<file path="src/rtl/spi_rx_pkg.sv">
// Shared types and default sizes for the SPI frame receiver.
//   state_e    : receiver FSM states
//   FRAME_BITS : bits per frame (1 R/W + address + data)
//   ADDR_W     : default address field width
//   DATA_W     : default data field width
//   CNT_SAT    : value at which the bit counter stops counting
package spi_rx_pkg;

  typedef enum logic [1:0] {
    StWaitIdle,
    StIdle,
    StShift
  } state_e;

  localparam int unsigned FRAME_BITS = 16;
  localparam int unsigned ADDR_W     = 7;
  localparam int unsigned DATA_W     = 8;
  localparam int unsigned CNT_SAT    = 17;

endpackage

</file>
<file path="src/rtl/sync_edge_det.sv">
// Multi-stage pin synchroniser with edge detection.
//   clk, rst_n : system clock, asynchronous active-low reset
//   d_i        : asynchronous input pin
//   level_o    : synchronised level
//   rise_o     : one-cycle pulse on synchronised 0->1
//   fall_o     : one-cycle pulse on synchronised 1->0
// RESET_VAL sets the idle level of the pin so reset does not look like an edge.
module sync_edge_det #(
  parameter int unsigned SYNC_STAGES = 2,
  parameter logic        RESET_VAL   = 1'b0
) (
  input  logic clk,
  input  logic rst_n,
  input  logic d_i,
  output logic level_o,
  output logic rise_o,
  output logic fall_o
);

  logic [SYNC_STAGES-1:0] sync_q;
  logic                   prev_q;

  always_ff @(posedge clk or negedge rst_n) begin
    if (!rst_n) begin
      sync_q <= {SYNC_STAGES{RESET_VAL}};
      prev_q <= RESET_VAL;
    end else begin
      sync_q <= {sync_q[SYNC_STAGES-2:0], d_i};
      prev_q <= sync_q[SYNC_STAGES-1];
    end
  end

  assign level_o = sync_q[SYNC_STAGES-1];
  assign rise_o  = level_o & ~prev_q;
  assign fall_o  = ~level_o & prev_q;

endmodule

</file>
<file path="src/rtl/spi_frame_rx.sv">
// SPI mode-0 frame receiver feeding the pwm_peripheral register bank.
// Synchronises SCLK/COPI/nCS, shifts in MSB-first frames of 1+ADDR_W+DATA_W
// bits and emits one strobe per frame: frame_valid for a well-formed frame,
// frame_err when the bit count at nCS rise is wrong.
//   clk, rst_n          : system clock, asynchronous active-low reset
//   sclk, copi, ncs     : asynchronous SPI pins (ncs active low)
//   frame_valid         : one-cycle pulse, fields below updated
//   frame_write         : R/W bit (1 = write)
//   frame_addr          : address field
//   frame_data          : data field
//   frame_err           : one-cycle pulse, malformed frame dropped
//   busy                : high while a frame is being shifted in
//   err_count           : saturating error count when SPI_FRAME_RX_ERR_CNT_EN
//                         is defined, otherwise constant zero
module spi_frame_rx #(
  parameter int unsigned SYNC_STAGES = 2,
  parameter int unsigned ADDR_W      = spi_rx_pkg::ADDR_W,
  parameter int unsigned DATA_W      = spi_rx_pkg::DATA_W
) (
  input  logic              clk,
  input  logic              rst_n,
  input  logic              sclk,
  input  logic              copi,
  input  logic              ncs,
  output logic              frame_valid,
  output logic              frame_write,
  output logic [ADDR_W-1:0] frame_addr,
  output logic [DATA_W-1:0] frame_data,
  output logic              frame_err,
  output logic              busy,
  output logic [7:0]        err_count
);

  import spi_rx_pkg::*;

  localparam int unsigned FrameBits = 1 + ADDR_W + DATA_W;
  localparam int unsigned CntSat    = FrameBits + 1;
  localparam int unsigned CntW      = $clog2(CntSat + 1);

  logic sclk_lvl, sclk_rise, sclk_fall;
  logic ncs_lvl, ncs_rise, ncs_fall;
  logic [SYNC_STAGES-1:0] copi_sync_q;
  logic copi_lvl;

  sync_edge_det #(
    .SYNC_STAGES(SYNC_STAGES),
    .RESET_VAL  (1'b0)
  ) u_sclk_sync (
    .clk    (clk),
    .rst_n  (rst_n),
    .d_i    (sclk),
    .level_o(sclk_lvl),
    .rise_o (sclk_rise),
    .fall_o (sclk_fall)
  );

  sync_edge_det #(
    .SYNC_STAGES(SYNC_STAGES),
    .RESET_VAL  (1'b1)
  ) u_ncs_sync (
    .clk    (clk),
    .rst_n  (rst_n),
    .d_i    (ncs),
    .level_o(ncs_lvl),
    .rise_o (ncs_rise),
    .fall_o (ncs_fall)
  );

  // Same depth as the SCLK chain so each sampled bit lines up with its edge.
  always_ff @(posedge clk or negedge rst_n) begin
    if (!rst_n) begin
      copi_sync_q <= '0;
    end else begin
      copi_sync_q <= {copi_sync_q[SYNC_STAGES-2:0], copi};
    end
  end
  assign copi_lvl = copi_sync_q[SYNC_STAGES-1];

  state_e                state_q, state_d;
  logic [CntW-1:0]       cnt_q, cnt_d;
  logic [FrameBits-1:0]  shreg_q, shreg_d;
  logic                  valid_q, valid_d;
  logic                  err_q, err_d;
  logic                  write_q, write_d;
  logic [ADDR_W-1:0]     addr_q, addr_d;
  logic [DATA_W-1:0]     data_q, data_d;

  always_comb begin
    state_d = state_q;
    cnt_d   = cnt_q;
    shreg_d = shreg_q;
    valid_d = 1'b0;
    err_d   = 1'b0;
    write_d = write_q;
    addr_d  = addr_q;
    data_d  = data_q;
    unique case (state_q)
      // The nCS chain resets to 1, so its level is only trusted once the
      // chain has been refilled with real samples; the counter tracks that.
      StWaitIdle: begin
        if (!ncs_lvl) begin
          cnt_d = '0;
        end else if (cnt_q == CntW'(SYNC_STAGES)) begin
          state_d = StIdle;
          cnt_d   = '0;
        end else begin
          cnt_d = cnt_q + 1'b1;
        end
      end
      StIdle: begin
        if (ncs_fall) begin
          state_d = StShift;
          cnt_d   = '0;
          shreg_d = '0;
        end
      end
      StShift: begin
        // nCS rise wins over a coincident SCLK rise.
        if (ncs_rise) begin
          state_d = StIdle;
          if (cnt_q == CntW'(FrameBits)) begin
            valid_d                   = 1'b1;
            {write_d, addr_d, data_d} = shreg_q;
          end else begin
            err_d = 1'b1;
          end
        end else if (sclk_rise) begin
          shreg_d = {shreg_q[FrameBits-2:0], copi_lvl};
          if (cnt_q != CntW'(CntSat)) begin
            cnt_d = cnt_q + 1'b1;
          end
        end
      end
      default: state_d = StWaitIdle;
    endcase
  end

  always_ff @(posedge clk or negedge rst_n) begin
    if (!rst_n) begin
      state_q <= StWaitIdle;
      cnt_q   <= '0;
      shreg_q <= '0;
      valid_q <= 1'b0;
      err_q   <= 1'b0;
      write_q <= 1'b0;
      addr_q  <= '0;
      data_q  <= '0;
    end else begin
      state_q <= state_d;
      cnt_q   <= cnt_d;
      shreg_q <= shreg_d;
      valid_q <= valid_d;
      err_q   <= err_d;
      write_q <= write_d;
      addr_q  <= addr_d;
      data_q  <= data_d;
    end
  end

  assign frame_valid = valid_q;
  assign frame_err   = err_q;
  assign frame_write = write_q;
  assign frame_addr  = addr_q;
  assign frame_data  = data_q;
  assign busy        = (state_q == StShift);

`ifdef SPI_FRAME_RX_ERR_CNT_EN
  logic [7:0] err_cnt_q;
  always_ff @(posedge clk or negedge rst_n) begin
    if (!rst_n) begin
      err_cnt_q <= 8'h00;
    end else if (err_q && (err_cnt_q != 8'hFF)) begin
      err_cnt_q <= err_cnt_q + 8'h01;
    end
  end
  assign err_count = err_cnt_q;
`else
  assign err_count = 8'h00;
`endif

  // SCLK level and falling edge are not needed in mode 0.
  logic unused_sclk;
  assign unused_sclk = sclk_lvl ^ sclk_fall;

endmodule
</file>
<file path="config.mk">
export PLATFORM = sky130hd
export DESIGN_NAME = spi_frame_rx
export DESIGN_NICKNAME = d
export VERILOG_FILES = /design/src/rtl/spi_rx_pkg.sv /design/src/rtl/sync_edge_det.sv /design/src/rtl/spi_frame_rx.sv
export SDC_FILE = /design/constraint.sdc
export NUM_CORES = 1
export LEC_CHECK = 0
export CORE_ASPECT_RATIO = 1.75
export CORE_MARGIN = 1.5
export CORE_UTILIZATION = 40
export CTS_CLUSTER_SIZE = 10
export DETAILED_ROUTE_END_ITERATION = 16
export SYNTH_ARGS = -nofsm -noshare
export SYNTH_HDL_FRONTEND = slang
export SYNTH_SLANG_ARGS = --single-unit
</file>
<file path="constraint.sdc">
create_clock -name clk -period 5.61 [get_ports clk]
set_input_delay 1.683 -clock clk [delete_from_list [all_inputs] [get_ports clk]]
set_output_delay 1.683 -clock clk [all_outputs]
set_load 0.02 [all_outputs]
</file>
==> qor.yml, run 1 <==
status: "completed"
ys_top_cells_by_area: "dfrtp_1 (52%), mux2_2 (8.1%), o31ai_1 (5.4%)"
ys_types: 36
p_leak_nw: 1.172
worstSetupStartpointType: "flop"
dp_hpwl_um: 2455
drtPass1Iterations: 4
met2_usage: 0.2240
avgViaCountPerCell: 5.046
slew-limit-headroom: 0.2071
cp_cell_sequence: "inv_1 -> ha_1 -> clkdlybuf4s50_1"
setup-tns-final_ps: 0
die_h_um: 101.4
syn_inst: 189
yosysMostFrequentCell: "dfrtp_1"
grt_pass1_wl_um: 6568
fillers: 477
hold_viol_final: 0
synth_seq_cells: 49
cap_violations: 0
max_freq_mhz: 250.2
slowest_stage: "ha_1"
worstHoldEndpoint: "copi_sync_q[1]"
cts_setup_buffers: 0
io_buffers: 23
whs_ps: 352.5
antenna_cells: 0
synth_top_cell_by_area: "dfrtp_1"
total_power_w: 0.0009184
endpoint_kind: "primary output"
internal-power_w: 0.0005854
grt-busiest-layer: "met2"
nNetsFinal: 220
num_vias: 1423
grt_usage: 0.1439
ys_top_cells_by_count: "dfrtp_1 (46), nand2_1 (19), mux2_2 (16), o21ai_1 (16), o31ai_1 (16)"
drc: 0
max_stage_delay_ps: 760
yosys_warnings: 0
hold_path_class: "reg -> reg"
gp_congestion: 0.7492
drive_gt1_frac: 0.1635
dieArea_um2: 6009
pwr-share-comb: 0.329
ctsHoldBuffers: 0
setup_viol: 0
post_cts_resize_count: 0
drtIter0Drc: 26
critPathArrivalTime_ps: 2310
ant_nets: 0
clockPowerShare: 0.243
min_period_over_period: 0.7123
fin_crit_ps: 3996
avgSynthCellArea_um2: 11.72
wirelength_um: 3860
io_pins: 32
vdd_ir_drop_max_v: 0.0001600
powerDensity_nw_per_um2: 361.8
clk_path_buf_depth: 2
grt_start_max_net_pins: 50
path_class: "reg -> out"
tightest_slew_ps: 1185
r2r-start: "state_q[0]"
cts.sinks: 49
hold_start: "copi_sync_q[0]"
cp_max_fo: 26
yosysTopAreaCellShare: 0.5198
antenna_found_initial: 0
core_area_um2: 5299
cp_num_buf_inv: 2
drv_slew: 0
skew_ps: 11.63
met3_usage: 0.02682
synth_async_sr_flop_share: 1.000
die-width_um: 59.25
reg2reg_slack_ps: 2680
p_seq_frac: 0.428
cp.required_ps: 3930
hold_depth: 0
htree_levels: 2
synth_area_um2: 2215
power_switching_w: 0.0003330
synthFlopType: "dfrtp_1"
r2r-end: "shreg_q[8]"
placementRows: 35
clockRootBuffer: "clkbuf_8"
tritoncts: "yes"
area_growth_pct: 14.63
clk_latency_ps: 300
ys_seq_area_frac: 0.5554
grt_setup_unrepaired: "no"
wire_per_inst_um: 13.69
synth_edf_count: 0
cts_buffers: 5
path_delay_family: "buffers and inverters"
overflow: 0
use_met1: 0.1860
start_util: 0.4179
grt_pass1_vias: 1386
swShare: 0.3626
clkTransAtPathRegs_ps: 80
rr_worst_depth: 5
state kept, by name, indices dropped and copies added (netlist names):
register            count
frame_err               1
frame_addr              7
u_ncs_sync.prev_q       1
state_q                 2
frame_data              8
cnt_q                   5
copi_sync_q             2
u_ncs_sync.sync_q       2
frame_valid             1
u_sclk_sync.sync_q      2
u_sclk_sync.prev_q      1
shreg_q                16
frame_write             1
cell type report:
| cell class | instances | area (um^2) | share of cell area |
|---|---|---|---|
| clock inverters | 1 | 5.005 | 0.001971 |
| clock buffers | 7 | 96.34 | 0.03795 |
| repair buffers | 23 | 225.2 | 0.08871 |
| well taps | 74 | 92.59 | 0.03647 |
| multi-input cells | 118 | 852.1 | 0.3356 |
| inverters | 10 | 37.54 | 0.01479 |
| flip-flops and latches | 49 | 1230 | 0.4845 |
worst register-to-register path: stages, from the launching register on:
cell and delay [ps]:
dfrtp_1 400, inv_1 110, ha_1 760, o31a_1 820, or3_1 560, o21ai_1 150
cell families (layout without fill, tap and decap cells):
logic type	Yosys count	in the layout	share of synthesized area
fa+ha+maj	8	8	0.04520
other cells	1	8	0.001693
flops	49	49	0.5554
simple gates	38	38	0.08701
mux	20	20	0.1017
buf+inv	29	41	0.07175
compound gates	44	44	0.1373
layout by cell type (no fill, tap or decap), drive strengths merged:
cell	Yosys	routed
nand2	19	19
and2	1	1
nand2b	3	3
a41o	1	1
and2b	1	1
clkbuf	8	7
clkdlybuf4s50	0	22
o31ai	16	16
buf	11	1
o21ai	16	16
nor2	3	3
a2111oi	3	3
a221o	1	1
clkinv	0	1
dfrtp	46	46
nor2b	2	2
nand3	3	3
o21bai	1	1
or3	1	1
conb	1	8
dfstp	3	3
and3	1	1
a22o	1	1
o22ai	3	3
ha	8	8
or2b	1	1
nor3	1	1
or4b	2	2
o32a	1	1
mux2i	3	3
mux2	17	17
inv	10	10
o31a	1	1
per-stage QoR:
stage	instances	util	area (um^2)	worst slack [ps]
CTS	282	0.4791	2539	1591
global placement	274	0.4600	2437	1966
finish	282	0.4791	2539	1614
floorplan	196	-	2241	3179
global route	282	0.4791	2539	1428
detailed placement	274	0.4600	2437	1921
power groups by stage:
stage	combinational [W]	sequential, W	clock, W
2_1_floorplan	0.000255	0.000395	0
3_3_place_gp	0.000306	0.000398	0
3_5_place_dp	0.000303	0.000399	0
4_1_cts	0.000303	0.000393	0.000234
5_1_grt	0.000336	0.000396	0.000247
6_report	0.000302	0.000393	0.000223
worst max path at each step:
stage | startpoint | to | slack, ps | cells after the start
finish | state_q[0] | busy | 1610 | 3
global route | state_q[0] | busy | 1430 | 3
CTS | state_q[0] | busy | 1590 | 3
detailed placement | state_q[0] | busy | 1920 | 3
global placement | state_q[0] | busy | 1970 | 3
floorplan | state_q[0] | busy | 3180 | 2
layer usage:
layer  wire, um  share of wire
met1       1683           0.44
met2       1937           0.50
met3        132          0.034
met4        106          0.027
met5          0              0
Power figures use the tool's default switching activity.
==> run 2: changes to the inputs <==
Clock period 5.61 ns to 3.49 ns, I/O delays scaled along.
==> qor.yml, run 2 (synthesis results as in run 1) <==
grt_setup_unrepaired: "no"
r2r-start: "state_q[1]"
dp_hpwl_um: 2598  # +5.8%
max_freq_mhz: 382.9
drive_gt1_frac: 0.1745  # +0.01107
hold_path_class: "reg -> reg"
io_buffers: 23  # unchanged
drtIter0Drc: 14  # -46%
setup_viol: 0  # unchanged
ant_nets: 0  # unchanged
cp.required_ps: 2440  # -1490 ps
rr_worst_depth: 5  # unchanged
tritoncts: "yes"
slowest_stage: "clkdlybuf4s50_1"
grt_start_max_net_pins: 30  # -40%
path_class: "reg -> out"
worst-path-stages: 3  # unchanged
r2r-end: "shreg_q[7]"
clk_path_buf_depth: 2  # unchanged
tightest_slew_ps: 831.7  # -353.3 ps
overflow: 0  # unchanged
cap_violations: 0  # unchanged
grt-busiest-layer: "met2"
layout_common_cells: "dfrtp_1 (46), clkdlybuf4s50_1 (22), nand2_1 (19)"
core_area_um2: 5299  # unchanged
total_power_w: 0.001466  # +60%
path_delay_family: "buffers and inverters"
drc: 0  # unchanged
clk_latency_ps: 300  # about the same
die-width_um: 59.25  # unchanged
p_leak_nw: 1.183  # +0.97%
area_growth_pct: 15.31
vdd_ir_drop_max_v: 0.0003402  # +110%
met3_usage: 0.02810  # +0.001277
ctsHoldBuffers: 0  # unchanged
drv_slew: 0  # unchanged
met2_usage: 0.2595  # +0.03550
powerDensity_nw_per_um2: 574.0  # +59%
htree_levels: 2  # unchanged
drtPass1Iterations: 6  # +2
wirelength_um: 3868  # +0.21%
critical_path.endpoint: "busy"
critPathArrivalTime_ps: 1560  # -750 ps
wire_per_inst_um: 13.52  # -1.2%
endpoint_kind: "primary output"
clkTransAtPathRegs_ps: 80  # about the same
clockRootBuffer: "clkbuf_8"
cp_max_fo: 3  # -88%
cts_buffers: 5  # unchanged
post_cts_resize_count: 0  # unchanged
dieArea_um2: 6009  # unchanged
largest_register_ffs: 16  # unchanged
slew-limit-headroom: 0.4440  # +0.2369
cp_cell_sequence: "inv_1 -> ha_1 -> clkdlybuf4s50_1"
start_util: 0.4179  # unchanged
use_met1: 0.1733  # -0.01265
setup-tns-final_ps: 0  # unchanged
min_period_over_period: 0.7482
num_vias: 1435  # +0.84%
fin_crit_ps: 2611
antenna_cells: 0  # unchanged
skew_ps: 8.043  # -3.589 ps
largest_register: "shreg_q"
reg2reg_slack_ps: 1230  # -1450 ps
final_common_cell: "dfrtp_1"
placementRows: 35  # unchanged
grt_pass1_vias: 1466  # +5.8%
cts_setup_buffers: 0  # unchanged
io_pins: 32  # unchanged
cp-startpoint: "state_q[0]"
cp_num_buf_inv: 2  # unchanged
hold_viol_final: 0  # unchanged
max_stage_delay_ps: 600  # -160 ps
antenna_found_initial: 0  # unchanged
nNetsFinal: 224  # +1.8%
cts.sinks: 49  # unchanged
grt_usage: 0.1481  # +0.004118
grt_pass1_wl_um: 6775  # +3.2%
avgViaCountPerCell: 5.017  # -0.57%
worstSetupStartpointType: "flop"
status: "completed"
gp_congestion: 0.7217  # -3.7%
die_h_um: 101.4  # unchanged
run 2: layer usage:
layer,vias to the layer above,wire (um)
li1,690,-
met1,710,1653
met2,29,2033
met3,6,106
met4,0,74
met5,-,0
run 2: worst register-to-register path, delay by kind of cell (launching register included):
| kind | cells | cell delay, ps |
|---|---|---|
| flip-flops | 1 | 420 |
| AND/OR/NAND/NOR | 2 | 1260 |
| AO/OA/AOI/OAI | 1 | 160 |
| buffers and inverters | 1 | 90 |
| adder cells (fa/ha/maj) | 1 | 200 |
run 2: worst min-delay path by stage:
stage,cells after the start,to,start
floorplan,0,copi_sync_q[1],copi_sync_q[0]
global placement,0,u_sclk_sync.sync_q[1],u_sclk_sync.sync_q[0]
detailed placement,0,u_sclk_sync.sync_q[1],u_sclk_sync.sync_q[0]
CTS,0,u_sclk_sync.sync_q[1],u_sclk_sync.sync_q[0]
global route,0,u_sclk_sync.sync_q[1],u_sclk_sync.sync_q[0]
finish,0,u_sclk_sync.sync_q[1],u_sclk_sync.sync_q[0]
run 2: per-stage QoR:
step	std cells	utilization	worst slack, ps	cell area [um^2]	hold WS (ps)
2_1_floorplan	196	-	1495	2241	331.2
3_3_place_gp	278	0.4656	1211	2467	332.4
3_5_place_dp	278	0.4656	1188	2467	336.5
4_1_cts	286	0.4819	856.4	2554	356.9
5_1_grt	286	0.4819	811.8	2554	364.0
6_report	286	0.4819	878.6	2554	352.7
run 2: area by class of cell:
type                    instances  area [um^2]
clock inverters                 2        13.76
inverters                      10        37.54
repair buffers                 27        255.2
fillers                       491         2745
well taps                      74        92.59
flip-flops and latches         49         1230
clock buffers                   6        72.57
multi-input cells             118        852.1
run 2: power by group:
group / switching (W) / internal [W] / leakage, nW
sequential: 0.0000276 / 0.000602 / 0.658
clock: 0.000182 / 0.000143 / 0.0456
combinational: 0.000333 / 0.000179 / 0.480
total: 0.000542 / 0.000924 / 1.18
